===== config.mk =====
export PLATFORM = sky130hd
export DESIGN_NAME = dsram_lsu
export DESIGN_NICKNAME = d
export VERILOG_FILES = /design/src/rtl/dsram_lsu.sv
export SDC_FILE = /design/constraint.sdc
export NUM_CORES = 1
export LEC_CHECK = 0
export CORE_ASPECT_RATIO = 1.2
export CORE_MARGIN = 2
export CORE_UTILIZATION = 60
export DETAILED_ROUTE_END_ITERATION = 8
export DONT_BUFFER_PORTS = 1
export PLACE_DENSITY = 0.81
export SLEW_MARGIN = 0
export SYNTH_ARGS = -nofsm -noshare
export SYNTH_HDL_FRONTEND = slang
export SYNTH_SLANG_ARGS = --single-unit

===== constraint.sdc =====
create_clock -name clk -period 4.09 [get_ports clk]
set_clock_uncertainty 0.05 [all_clocks]
set_input_delay 0.6135 -clock clk [delete_from_list [all_inputs] [get_ports clk]]
set_output_delay 0.6135 -clock clk [all_outputs]
set_load 0.03 [all_outputs]

===== src/rtl/dsram_lsu.sv =====
// Load/store unit turning byte-addressed core requests into word-addressed SRAM reads/writes (RMW for sub-word stores).
// Latency accept->rsp_valid: 1 cycle on error, 2 for loads and word stores, 3 for sub-word stores.
// One transaction in flight: req_ready is low until the response handshakes; rsp_* held stable while rsp_ready is low.
module dsram_lsu #(
  parameter int m = 10,
  parameter int n = 32
) (
  input  logic         clk,
  input  logic         rst,
  input  logic         req_valid,
  output logic         req_ready,
  input  logic         req_we,
  input  logic [1:0]   req_size,
  input  logic         req_unsigned,
  input  logic [31:0]  req_addr,
  input  logic [n-1:0] req_wdata,
  output logic         rsp_valid,
  input  logic         rsp_ready,
  output logic [n-1:0] rsp_rdata,
  output logic         rsp_err,
  output logic [n-1:0] mem_addr,
  output logic         mem_w_en,
  output logic [n-1:0] mem_din,
  input  logic [n-1:0] mem_dout
);

  typedef enum logic [1:0] {
    IDLE = 2'd0,
    RD   = 2'd1,
    WR   = 2'd2,
    RSP  = 2'd3
  } state_t;

  localparam logic [1:0] SZ_BYTE = 2'b00;
  localparam logic [1:0] SZ_HALF = 2'b01;
  localparam logic [1:0] SZ_WORD = 2'b10;

  state_t state_q;
  state_t state_d;

  // Registered copy of the accepted request; only what later cycles need.
  logic        r_we;
  logic [1:0]  r_size;
  logic        r_uns;
  logic [1:0]  r_off;
  logic [15:0] r_wdata;

  logic        acc;
  logic        req_err_c;
  logic        range_err;
  logic [7:0]  byte_lane;
  logic [15:0] half_lane;
  logic [n-1:0] load_ext;
  logic [n-1:0] merged;

  // Reset is folded in so the core never sees ready while the unit is held in reset.
  assign req_ready = (state_q == IDLE) && !rst;
  assign acc       = req_valid && req_ready;

  // Any address bit above the SRAM's byte range makes the request out of range.
  assign range_err = (req_addr >> (m + 2)) != 32'd0;

  // Request error: bad size, misaligned half/word, or out-of-range address.
  always_comb begin
    req_err_c = 1'b0;
    case (req_size)
      SZ_BYTE: req_err_c = 1'b0;
      SZ_HALF: req_err_c = req_addr[0];
      SZ_WORD: req_err_c = |req_addr[1:0];
      default: req_err_c = 1'b1;
    endcase
    if (range_err) begin
      req_err_c = 1'b1;
    end
  end

  // Little-endian lane select from the word currently presented by the SRAM.
  assign byte_lane = mem_dout[{r_off, 3'b000} +: 8];
  assign half_lane = mem_dout[{r_off[1], 4'b0000} +: 16];

  // Load result: selected lane, sign- or zero-extended to the full data width.
  always_comb begin
    load_ext = mem_dout;
    case (r_size)
      SZ_BYTE: load_ext = {{(n-8){~r_uns & byte_lane[7]}}, byte_lane};
      SZ_HALF: load_ext = {{(n-16){~r_uns & half_lane[15]}}, half_lane};
      default: load_ext = mem_dout;
    endcase
  end

  // Read-modify-write merge: old word with only the target lane(s) replaced.
  always_comb begin
    merged = mem_dout;
    if (r_size == SZ_BYTE) begin
      merged[{r_off, 3'b000} +: 8] = r_wdata[7:0];
    end else begin
      merged[{r_off[1], 4'b0000} +: 16] = r_wdata[15:0];
    end
  end

  // State register.
  always_ff @(posedge clk or posedge rst) begin
    if (rst) begin
      state_q <= IDLE;
    end else begin
      state_q <= state_d;
    end
  end

  // Next-state: errors skip the SRAM, word stores skip the read, everything else reads first.
  always_comb begin
    state_d = state_q;
    case (state_q)
      IDLE: begin
        if (acc) begin
          if (req_err_c) begin
            state_d = RSP;
          end else if (req_we && (req_size == SZ_WORD)) begin
            state_d = WR;
          end else begin
            state_d = RD;
          end
        end
      end
      RD: begin
        if (r_we) begin
          state_d = WR;
        end else begin
          state_d = RSP;
        end
      end
      WR: begin
        state_d = RSP;
      end
      RSP: begin
        if (rsp_ready) begin
          state_d = IDLE;
        end
      end
      default: begin
        state_d = IDLE;
      end
    endcase
  end

  // Request capture and SRAM-side outputs; strobes are decoded from the next state so they are flop outputs.
  always_ff @(posedge clk or posedge rst) begin
    if (rst) begin
      r_we     <= 1'b0;
      r_size   <= 2'b00;
      r_uns    <= 1'b0;
      r_off    <= 2'b00;
      r_wdata  <= 16'd0;
      mem_addr <= '0;
      mem_din  <= '0;
      mem_w_en <= 1'b0;
    end else begin
      mem_w_en <= (state_d == WR);
      if (acc) begin
        r_we    <= req_we;
        r_size  <= req_size;
        r_uns   <= req_unsigned;
        r_off   <= req_addr[1:0];
        r_wdata <= req_wdata[15:0];
        // Failed requests leave the SRAM address untouched.
        if (!req_err_c) begin
          mem_addr <= {{(n-m){1'b0}}, req_addr[m+1:2]};
          if (req_we && (req_size == SZ_WORD)) begin
            mem_din <= req_wdata;
          end
        end
      end
      if ((state_q == RD) && r_we) begin
        mem_din <= merged;
      end
    end
  end

  // Response registers: loaded on entry to RSP, held until the handshake, then cleared.
  always_ff @(posedge clk or posedge rst) begin
    if (rst) begin
      rsp_valid <= 1'b0;
      rsp_rdata <= '0;
      rsp_err   <= 1'b0;
    end else begin
      rsp_valid <= (state_d == RSP);
      case (state_q)
        IDLE: begin
          if (acc && req_err_c) begin
            rsp_err   <= 1'b1;
            rsp_rdata <= '0;
          end
        end
        RD: begin
          if (!r_we) begin
            rsp_rdata <= load_ext;
          end
        end
        RSP: begin
          if (rsp_ready) begin
            rsp_rdata <= '0;
            rsp_err   <= 1'b0;
          end
        end
        default: begin
        end
      endcase
    end
  end

endmodule


==> results of run 1 <==
power by group through the flow:
stage | Combinational, mW | Sequential, mW | Clock [mW]
2_1_floorplan | 1.32 | 2.10 | 0
3_3_place_gp | 1.43 | 2.29 | 0
3_5_place_dp | 1.49 | 2.30 | 0
4_1_cts | 1.50 | 2.28 | 0.733
5_1_grt | 1.69 | 2.34 | 0.771
6_report | 1.51 | 2.29 | 0.724
registers in the layout (all words and copies together) (netlist names):
name,cells
state_q,2
r_uns,1
mem_din,32
mem_addr,10
r_wdata,16
rsp_valid,1
rsp_err,1
r_off,2
mem_w_en,1
r_we,1
rsp_rdata,32
r_size,2
worst reg2reg max path, cell delays in order, from the launching register on:
cell and delay, ns:
dfrtp_1 0.49, nor3_4 0.44, nand2_2 0.46, nor4_4 0.39
buf_4 0.44, nor2_1 0.24, a221o_1 0.34
layer usage:
metal  wire, um  part of all wire  track usage
met1       5639              0.39       0.3783
met5          0                 0            0
met3       1272             0.088      0.07456
met4        577             0.040       0.1504
met2       7022              0.48       0.4836
through the flow:
stage               hold WS [ns]  utilization
detailed placement        0.4569       0.6041
global route              0.2816       0.6299
global placement          0.4574       0.6041
finish                    0.2189       0.6299
CTS                       0.2652       0.6299
floorplan                 0.4136            -
layout make-up:
cell class	count	area, um2	area share
clock inverters	6	92.59	0.01644
well taps	120	150.1	0.02667
repair buffers	8	60.06	0.01067
flip-flops and latches	101	2527	0.4489
clock buffers	10	137.6	0.02444
inverters	21	81.33	0.01444
multi-input cells	402	2581	0.4584
logic make-up (layout without fill, tap and decap cells):
kind of cell,count (synthesis),count (layout)
AOI/OAI and AO/OA,175,175
buffers and inverters,77,45
adders and majority gates,5,5
DFF,101,101
other,1,22
and+or+nand+nor,178,178
muxes,22,22
path summary, 6_finish.rpt:
kind / from / endpoint / slack (ns) / cells past startpoint
worst max-delay path: state_q[0] / mem_din[18] / 1.13 / 6
worst min-delay path: rst / rsp_err / 0.22 / 1
worst max register to register: state_q[0] / mem_din[18] / 1.13 / 6
worst min register to register: r_wdata[15] / r_wdata[15] / 0.48 / 2
max in group asynchronous: rst / rsp_rdata[24] / 2.85 / 2
min in group clk: req_we / r_we / 0.28 / 2
cells in the final DEF, fill, tap and decap left out, types with 3 or more instances in the layout:
cell       instances
a22oi_1            7
a21oi_1           28
or3_1              8
nand2_1           65
o21ai_0           49
conb_1            22
nor2b_1            7
o2bb2ai_1          8
a31oi_1            8
nand2b_1          12
buf_4              8
nor2_1            37
nor4_4             3
nor3b_1            3
a211oi_2           5
inv_1             20
dfrtp_1          101
ha_1               5
mux2_2            19
nor4_1             6
and2_1             3
nor3_2             7
nor3_1            18
clkbuf_8          10
a221o_1           22
o2111a_1           8
nand3_1            4
a21o_1             8
a22o_1            16
a211oi_1           5
==> metrics, run 1 <==
Hold Path Class in2async; #FFs+latches synth 101; top cells by count, synth dfrtp_1 (101), nand2_1 (65), o21ai_0 (49); cell type contributing the most total cell area after synthesis dfrtp_1; CP max FO 46; GRT Util Overall 0.2996; CP endpoint kind flop; Cells after Synth 559; Final ANT Viol Nets 0; Post-Route WL around 15 mm; CTS resizes 0; clock latency on the worst-skew pair 0.38 ns; Clk pin slew, worst setup/hold paths 0.10 ns; EDFF count, synth 0; XOR/XNOR Fraction of Synth Area 0; row count 38; cells along the critical path nor3_4 -> nand2_2 -> nor4_4 -> buf_4 -> nor2_1 -> a221o_1; TritonCTS Buffers 9; Power, Total approximately 4.5 mW; final setup fails 0; Filler cells 757; CP Data Required Time 4.31 ns; multiplexer share of the synthesized area 0.04714; post-CTS setup buffers 0; die area 0.009850 mm2; non-filler cells, final about 670; TritonCTS clock tree yes; Int Pwr 2.347 mW; Critical Path AT 3.18 ns; status finished, final reports clean; DP HPWL ~11 mm; I/O Pins between 200 and 250; first-pass GRT wire length around 23 mm; Buf/Inv on CP 1; Max Buffers Root-to-Sink 2; unrepaired setup endpoints after global routing no; fin crit period a little under 3 ns; Mean Syn Cell Area slightly below 10 um2; Vias 4306; ys flop type dfrtp_1; largest net degree at the start of global routing 72; Adder-Cell Fraction of Synth Area 0.01150; Final TNS setup 0 ns; Comb power frac 0.333; Seq pwr share 0.507; synthesized area 0.005441 mm2; total gr overflow 0; async set or reset register ratio after synthesis 1.000; Initial Util 0.6088; worst-margin pin slew 1.151 ns; post-layout instance area between 0.005 and 0.006 mm2; startpoint types flop; Die H 108.3 um; switching share of power 0.4807; setup slack at placement 1.123 ns; ranking of synthesized cells by area dfrtp_1 (46%), o21ai_0 (4.5%), nand2_1 (4.5%); final worst path period share 0.7233; nets about 650; mean routed wirelength per cell 21.72 um; Final GP Congestion between 0.9 and 1; Max stage delay on crit path 0.49 ns; cell with the most instances after synthesis dfrtp_1; peak supply drop 0.4745 mV; Detailed Route Iter0 Violations 299; max_slew headroom 0.2226; drt via density 6.446; Cell variety after synth 50; Pwr Density 802.8 mW/mm2; main combinational cell family by area after synthesis compound AO/OA/AOI/OAI gates; clock sink count 101; crit-path leading delay family simple AND/OR/NAND/NOR gates; Hold Vio Cnt, Final 0; Slew Limit Fails 0; Psw 2.173 mW; fmax roughly 340 MHz; Port Buffers 0; initial antenna violation count 0; simple-gate share of the synthesized area 0.1690; final worst slack 1.132 ns; Area Growth Syn to Fin 3.472%; placed cell areas 0.005400 mm2; CTS H-tree depth 3; max-cap viol count 0; Root Buffer clkbuf_8; DRC Markers 0; # diodes 0; post-synth top area share 0.4645; CP Class reg2reg; Core Box Area 0.008939 mm2; vias in the first global route 4250; CTS Hold Bufs 0; post-synthesis sequential area ratio 0.4645; drt pass-1 iters 5; die width around 90 um; Compound-Gate Fraction of Synth Area 0.2315; share of layout cells above drive strength 1 0.1150; clock power share 0.160; Cells after DPL 652; yosys warns 0; critical path's slowest cell dfrtp_1; leakage 2.544 nW
(Power assumes the default switching activity.)
==> inputs of run 2 (changes only) <==
--- a/config.mk
+++ b/config.mk
@@ -7,7 +7,7 @@
 export LEC_CHECK = 0
 export CORE_ASPECT_RATIO = 1.2
 export CORE_MARGIN = 2
-export CORE_UTILIZATION = 60
+export CORE_UTILIZATION = 58
 export DETAILED_ROUTE_END_ITERATION = 8
 export DONT_BUFFER_PORTS = 1
 export PLACE_DENSITY = 0.81
==> constraint.sdc (replaced) <==
create_clock -name clk -period 2.59 [get_ports clk]
set_clock_uncertainty 0.05 [all_clocks]
set_input_delay 0.3885 -clock clk [delete_from_list [all_inputs] [get_ports clk]]
set_output_delay 0.3885 -clock clk [all_outputs]
set_load 0.03 [all_outputs]
==> run 2 against run 1 <==
- final cell count grew 1.3%
- clock power grew 36%
- fmax grew 30%
- global-route usage shrank 0.42 points
- die area grew 3.3%
- combinational power grew 68%
- critical path depth is the same
==> metrics, run 2 (synthesis results as in run 1) <==
TritonCTS clock tree yes; Critical Path AT 2.49 ns (-0.69 ns); DRC Markers 0 (unchanged); final setup fails 0 (unchanged); Vias 4414 (+2.5%); CP Data Required Time 2.80 ns (-1.51 ns); Final GP Congestion 0.8840 (-5.1%); Filler cells 751 (-0.79%); unrepaired setup endpoints after global routing no; GRT Util Overall 0.2954 (-0.004202); Slew Limit Fails 0 (unchanged); leakage 2.577 nW (+1.3%); clock latency on the worst-skew pair 0.37 ns (about the same); Final TNS setup 0 ns (unchanged); die width 92.42 um (+1.6%); I/O Pins 204 (unchanged); status finished, final reports clean; max_slew headroom 0.3891 (+0.1665); Max Buffers Root-to-Sink 2 (unchanged); worst-margin pin slew 0.9086 ns (-0.2429 ns); nets 661 (+1.4%); Int Pwr 3.577 mW (+52%); max-cap viol count 0 (unchanged); drt pass-1 iters 6 (+1); final worst path period share 0.8799 (+0.1567); Area Growth Syn to Fin 4.599%; post-CTS setup buffers 0 (unchanged); Post-Route WL 15.35 mm (+5.8%); die area 0.01018 mm2 (+3.3%); first-pass GRT wire length 23.00 mm (+0.42%); fmax 438.8 MHz (+30%); Clk pin slew, worst setup/hold paths 0.10 ns (about the same); Hold Slack 0.06428 ns (-0.1547 ns); non-filler cells, final 677 (+1.3%); CP max FO 23 (-50%); switching share of power 0.4953 (+0.01455); CP Class reg2reg; Initial Util 0.5992 (-0.009562); vias in the first global route 4339 (+2.1%); most frequent cells in the layout dfrtp_1 (101), nand2_1 (65), o21ai_0 (49); fin crit period 2.279 ns (-0.6792 ns); Final ANT Viol Nets 0 (unchanged); Detailed Route Iter0 Violations 358 (+20%); initial antenna violation count 0 (unchanged); Comb power frac 0.356 (+0.023); post-layout instance area 0.005692 mm2 (+1.1%); most common cell after layout, fill and taps aside dfrtp_1; CP endpoint kind flop; Psw 3.510 mW (+62%); Hold Path Class in2reg; CTS H-tree depth 3 (unchanged); TritonCTS Buffers 9 (unchanged); Port Buffers 0 (unchanged); mean routed wirelength per cell 22.68 um (+4.4%); fin util 0.6268 (-0.003142); startpoint types flop; placed cell areas 0.005479 mm2 (+1.5%); clock power share 0.139 (-0.021); # diodes 0 (unchanged); largest net degree at the start of global routing 56 (-22%); share of layout cells above drive strength 1 0.1293 (+0.01430); Seq pwr share 0.504 (-0.003); Hold Vio Cnt, Final 0 (unchanged); total gr overflow 0 (unchanged); clock sink count 101 (unchanged); Pwr Density 1245 mW/mm2 (+55%); row count 38 (unchanged); Die H 110.1 um (+1.6%); DP HPWL 11.58 mm (+4.8%); largest registers mem_din (32), rsp_rdata (32), r_wdata (16); Root Buffer clkbuf_8; Cells after DPL 659 (+1.1%); Core Box Area 0.009081 mm2 (+1.6%); drt via density 6.520 (+1.1%); peak supply drop 0.6639 mV (+40%)
## run 2: cell count changes in the layout (fill, tap and decap cells not counted)
cell           previous run  this run
buf_4                     8        13
inv_8                     0         1
clkbuf_2                  0         1
a311oi_2                  0         1
inv_4                     1         0
bufinv_16                 2         0
a311oi_1                  1         0
clkinv_4                  0         2
dlygate4sd3_1             0         1
buf_12                    0         2
## run 2: area by class of cell
| cell class | instances | area [um2] | share of cell area |
|---|---|---|---|
| Multi-Input combinational cell | 402 | 2587 | 0.4546 |
| Sequential cell | 101 | 2527 | 0.4441 |
| Timing Repair Buffer | 17 | 152.6 | 0.02682 |
| Tap cell | 120 | 150.1 | 0.02638 |
| Clock buffer | 10 | 137.6 | 0.02418 |
| Inverter | 21 | 82.58 | 0.01451 |
| Clock inverter | 6 | 53.80 | 0.009453 |
## run 2: critical path: stages, from the launching register on
cell and delay (ns):
dfrtp_1 0.36, buf_4 0.28, mux4_2 0.57, mux2i_1 0.15, o21ai_0 0.08, and2_1 0.38, a22o_1 0.29
## run 2: path summary, 6_finish.rpt
kind | startpoint | endpoint | slack (ns) | depth (start not counted)
min in group asynchronous | rst | mem_addr[5] | 0.40 | 2
setup reg to reg | r_off[1] | rsp_rdata[16] | 0.31 | 6
hold reg to reg | r_wdata[10] | r_wdata[10] | 0.50 | 2
hold / removal | req_wdata[4] | r_wdata[4] | 0.06 | 2
setup / recovery | r_off[1] | rsp_rdata[16] | 0.31 | 6
max in group asynchronous | rst | rsp_rdata[14] | 1.50 | 3
## run 2: timing repair
item | CTS | global route
endpoints found under the hold margin | 11 | 0
hold buffers | 1 | 0
endpoints found under the setup margin | 0 | 8
gates resized for setup | 0 | 1
## run 2: power by group through the flow
stage | clock network (mW) | registers [mW] | logic (mW)
after CTS | 0.994 | 3.56 | 2.50
after detailed placement | 0 | 3.59 | 2.49
final | 0.988 | 3.57 | 2.53
after global placement | 0 | 3.58 | 2.38
after floorplan | 0 | 3.31 | 2.09
after global routing | 1.05 | 3.64 | 2.81
## run 2: metal layers
| metal | up-vias | GRT usage | share of wire |
|---|---|---|---|
| li1 | 1977 | - | - |
| met1 | 2148 | 0.3636 | 0.38 |
| met2 | 250 | 0.5016 | 0.50 |
| met3 | 39 | 0.07954 | 0.093 |
| met4 | 0 | 0.1109 | 0.033 |
| met5 | - | 0 | 0 |
## run 2: per-stage QoR
step	power (mW)	setup WS [ns]
2_1_floorplan	5.405	0.08037
3_3_place_gp	5.959	0.2516
3_5_place_dp	6.079	0.1057
4_1_cts	7.055	0.01384
5_1_grt	7.508	0.1609
6_report	7.087	0.3110
==> inputs of run 3 (changes only) <==
--- a/config.mk
+++ b/config.mk
@@ -7,7 +7,7 @@
 export LEC_CHECK = 0
 export CORE_ASPECT_RATIO = 1.2
 export CORE_MARGIN = 2
-export CORE_UTILIZATION = 58
+export CORE_UTILIZATION = 60
 export DETAILED_ROUTE_END_ITERATION = 8
 export DONT_BUFFER_PORTS = 1
 export PLACE_DENSITY = 0.81
==> constraint.sdc (replaced) <==
create_clock -name clk -period 2.9 [get_ports clk]
set_clock_uncertainty 0.05 [all_clocks]
set_input_delay 0.435 -clock clk [delete_from_list [all_inputs] [get_ports clk]]
set_output_delay 0.435 -clock clk [all_outputs]
set_load 0.03 [all_outputs]
==> run 3 against run 2 <==
- via count shrank 0.43%
- first-iteration DRC count up 0.28%
- flip-flop and latch count unchanged
- combinational power shrank 13%
- wire length shrank 5.5%
- die area decreased by 3.2%
- clock power fell by 8.0%
- design area is 0.57% lower
- register-to-register slack lost 0.02 ns
- sequential power is 10% lower
- utilization is 0.64 points higher
- global-route usage up 0.20 points
==> metrics, run 3 (synthesis results as in run 1) <==
status finished, final reports clean; total gr overflow 0 (unchanged); Initial Util 0.6088 (+0.009562); Final GP Congestion 0.8795 (-0.51%); placed cell areas 0.005459 mm2 (-0.37%); fmax 383.2 MHz (-13%); most frequent cells in the layout dfrtp_1 (101), nand2_1 (65), o21ai_0 (49); Comb power frac 0.347 (-0.009); clock sink count 101 (unchanged); switching share of power 0.4858 (-0.009504); CP max FO 8 (-65%); final worst slack 0.2903 ns (-0.02067 ns); Area Growth Syn to Fin 4.001%; CTS Hold Bufs 0 (-1); final worst path period share 0.8999 (+0.01996); Detailed Route Iter0 Violations 359 (+0.28%); Power, Total 6.294 mW (-11%); max-cap viol count 0 (unchanged); CP Class reg2reg; DP HPWL 11.00 mm (-5.0%); drt pass-1 iters 5 (-1); Root Buffer clkbuf_8; Die H 108.3 um (-1.6%); peak supply drop 0.5238 mV (-21%); M1 GR Usage 0.3724 (+0.008755); CP Data Required Time 3.17 ns (+0.37 ns); I/O Pins 204 (unchanged); Critical Path AT 2.88 ns (+0.39 ns); Hold Vio Cnt, Final 0 (unchanged); die area 0.009850 mm2 (-3.2%); Hold Path Class in2async; # diodes 0 (unchanged); worst-margin pin slew 1.296 ns (+0.3874 ns); Final TNS setup 0 ns (unchanged); met3 global-route usage 0.07247 (-0.007064); Psw 3.057 mW (-13%); most common cell after layout, fill and taps aside dfrtp_1; die width 90.94 um (-1.6%); initial antenna violation count 0 (unchanged); row count 38 (unchanged); startpoint types flop; TritonCTS clock tree yes; fin crit period 2.610 ns (+0.3307 ns); clock power share 0.144 (+0.005); Pwr Density 1112 mW/mm2 (-11%); first-pass GRT wire length 22.82 mm (-0.81%); DRC Markers 0 (unchanged); setup slack at placement 0.4468 ns (+0.3412 ns); Slew Limit Fails 0 (unchanged); drt via density 6.521 (about the same); Core Box Area 0.008939 mm2 (-1.6%); post-CTS setup buffers 0 (unchanged); TritonCTS Buffers 9 (unchanged); CTS H-tree depth 3 (unchanged); Seq pwr share 0.508 (+0.004); Int Pwr 3.236 mW (-9.5%); Final ANT Viol Nets 0 (unchanged); largest net degree at the start of global routing 47 (-16%); share of layout cells above drive strength 1 0.1227 (-0.006520); nets 658 (-0.45%); flop2flop setup slack 0.29 ns (-0.02 ns); reg2reg path depth 6 (unchanged); CTS resizes 0 (unchanged); busiest grt layer met2; Vias 4395 (-0.43%); Port Buffers 0 (unchanged); largest registers mem_din (32), rsp_rdata (32), r_wdata (16); CP endpoint kind flop; GRT Util Overall 0.2974 (+0.002009); clock latency on the worst-skew pair 0.37 ns (about the same); post-layout instance area 0.005659 mm2 (-0.57%); final setup fails 0 (unchanged); Post-Route WL 14.51 mm (-5.5%); reg2reg start r_off[0]; Max Buffers Root-to-Sink 2 (unchanged); Filler cells 732 (-2.5%); reg2reg end mem_din[5]; met2 usage 0.4979 (-0.003681); leakage 2.557 nW (-0.76%); max_slew headroom 0.1250 (-0.2641); mean routed wirelength per cell 21.53 um (-5.1%); vias in the first global route 4345 (+0.14%); unrepaired setup endpoints after global routing no; Clk pin slew, worst setup/hold paths 0.09 ns (about the same)
## run 3: worst max-delay path by stage
stage | startpoint | end | slack, ns
6_report | r_off[0] | mem_din[5] | 0.29
5_1_grt | r_off[1] | mem_din[5] | 0.05
4_1_cts | r_off[0] | mem_din[2] | 0.42
3_5_place_dp | r_off[0] | mem_din[5] | 0.45
3_3_place_gp | r_off[0] | mem_din[7] | 0.49
2_1_floorplan | r_off[1] | mem_din[0] | 0.39
## run 3: final cells by class
cell class,count,area (um2),area share
sequential,101,2527,0.4466
multi-input combinational,402,2581,0.4561
clock buffer,11,141.4,0.02498
clock inverter,5,58.81,0.01039
inverter,21,82.58,0.01459
timing repair buffer,14,117.6,0.02078
tap,120,150.1,0.02653
## run 3: critical path: stages, from the launching register on
cell and delay (ns):
dfrtp_1 0.49, inv_1 0.14, ha_1 0.25, o311ai_0 1.05
o21ai_0 0.24, o21ai_0 0.14, o2111a_1 0.20
## run 3: power groups by stage
stage / Sequential (mW) / Combinational (mW) / Clock, mW
global route: 3.26 / 2.44 / 0.968
finish: 3.20 / 2.19 / 0.909
floorplan: 2.96 / 1.87 / 0
CTS: 3.19 / 2.17 / 0.924
detailed placement: 3.21 / 2.17 / 0
global placement: 3.20 / 2.07 / 0
## run 3: through the flow
| step | hold slack [ns] | instances | util |
|---|---|---|---|
| after floorplan | 0.4136 | 580 | - |
| after global placement | 0.4173 | 658 | 0.6107 |
| after detailed placement | 0.4290 | 658 | 0.6107 |
| after CTS | 0.01935 | 674 | 0.6331 |
| after global routing | 0.06406 | 674 | 0.6331 |
| final | 0.003730 | 674 | 0.6331 |
## run 3: metal layers
| layer | share of wire | vias up |
|---|---|---|
| met5 | 0 | - |
| met4 | 0.027 | 0 |
| met3 | 0.097 | 35 |
| met2 | 0.49 | 291 |
| met1 | 0.38 | 2102 |
| li1 | - | 1967 |
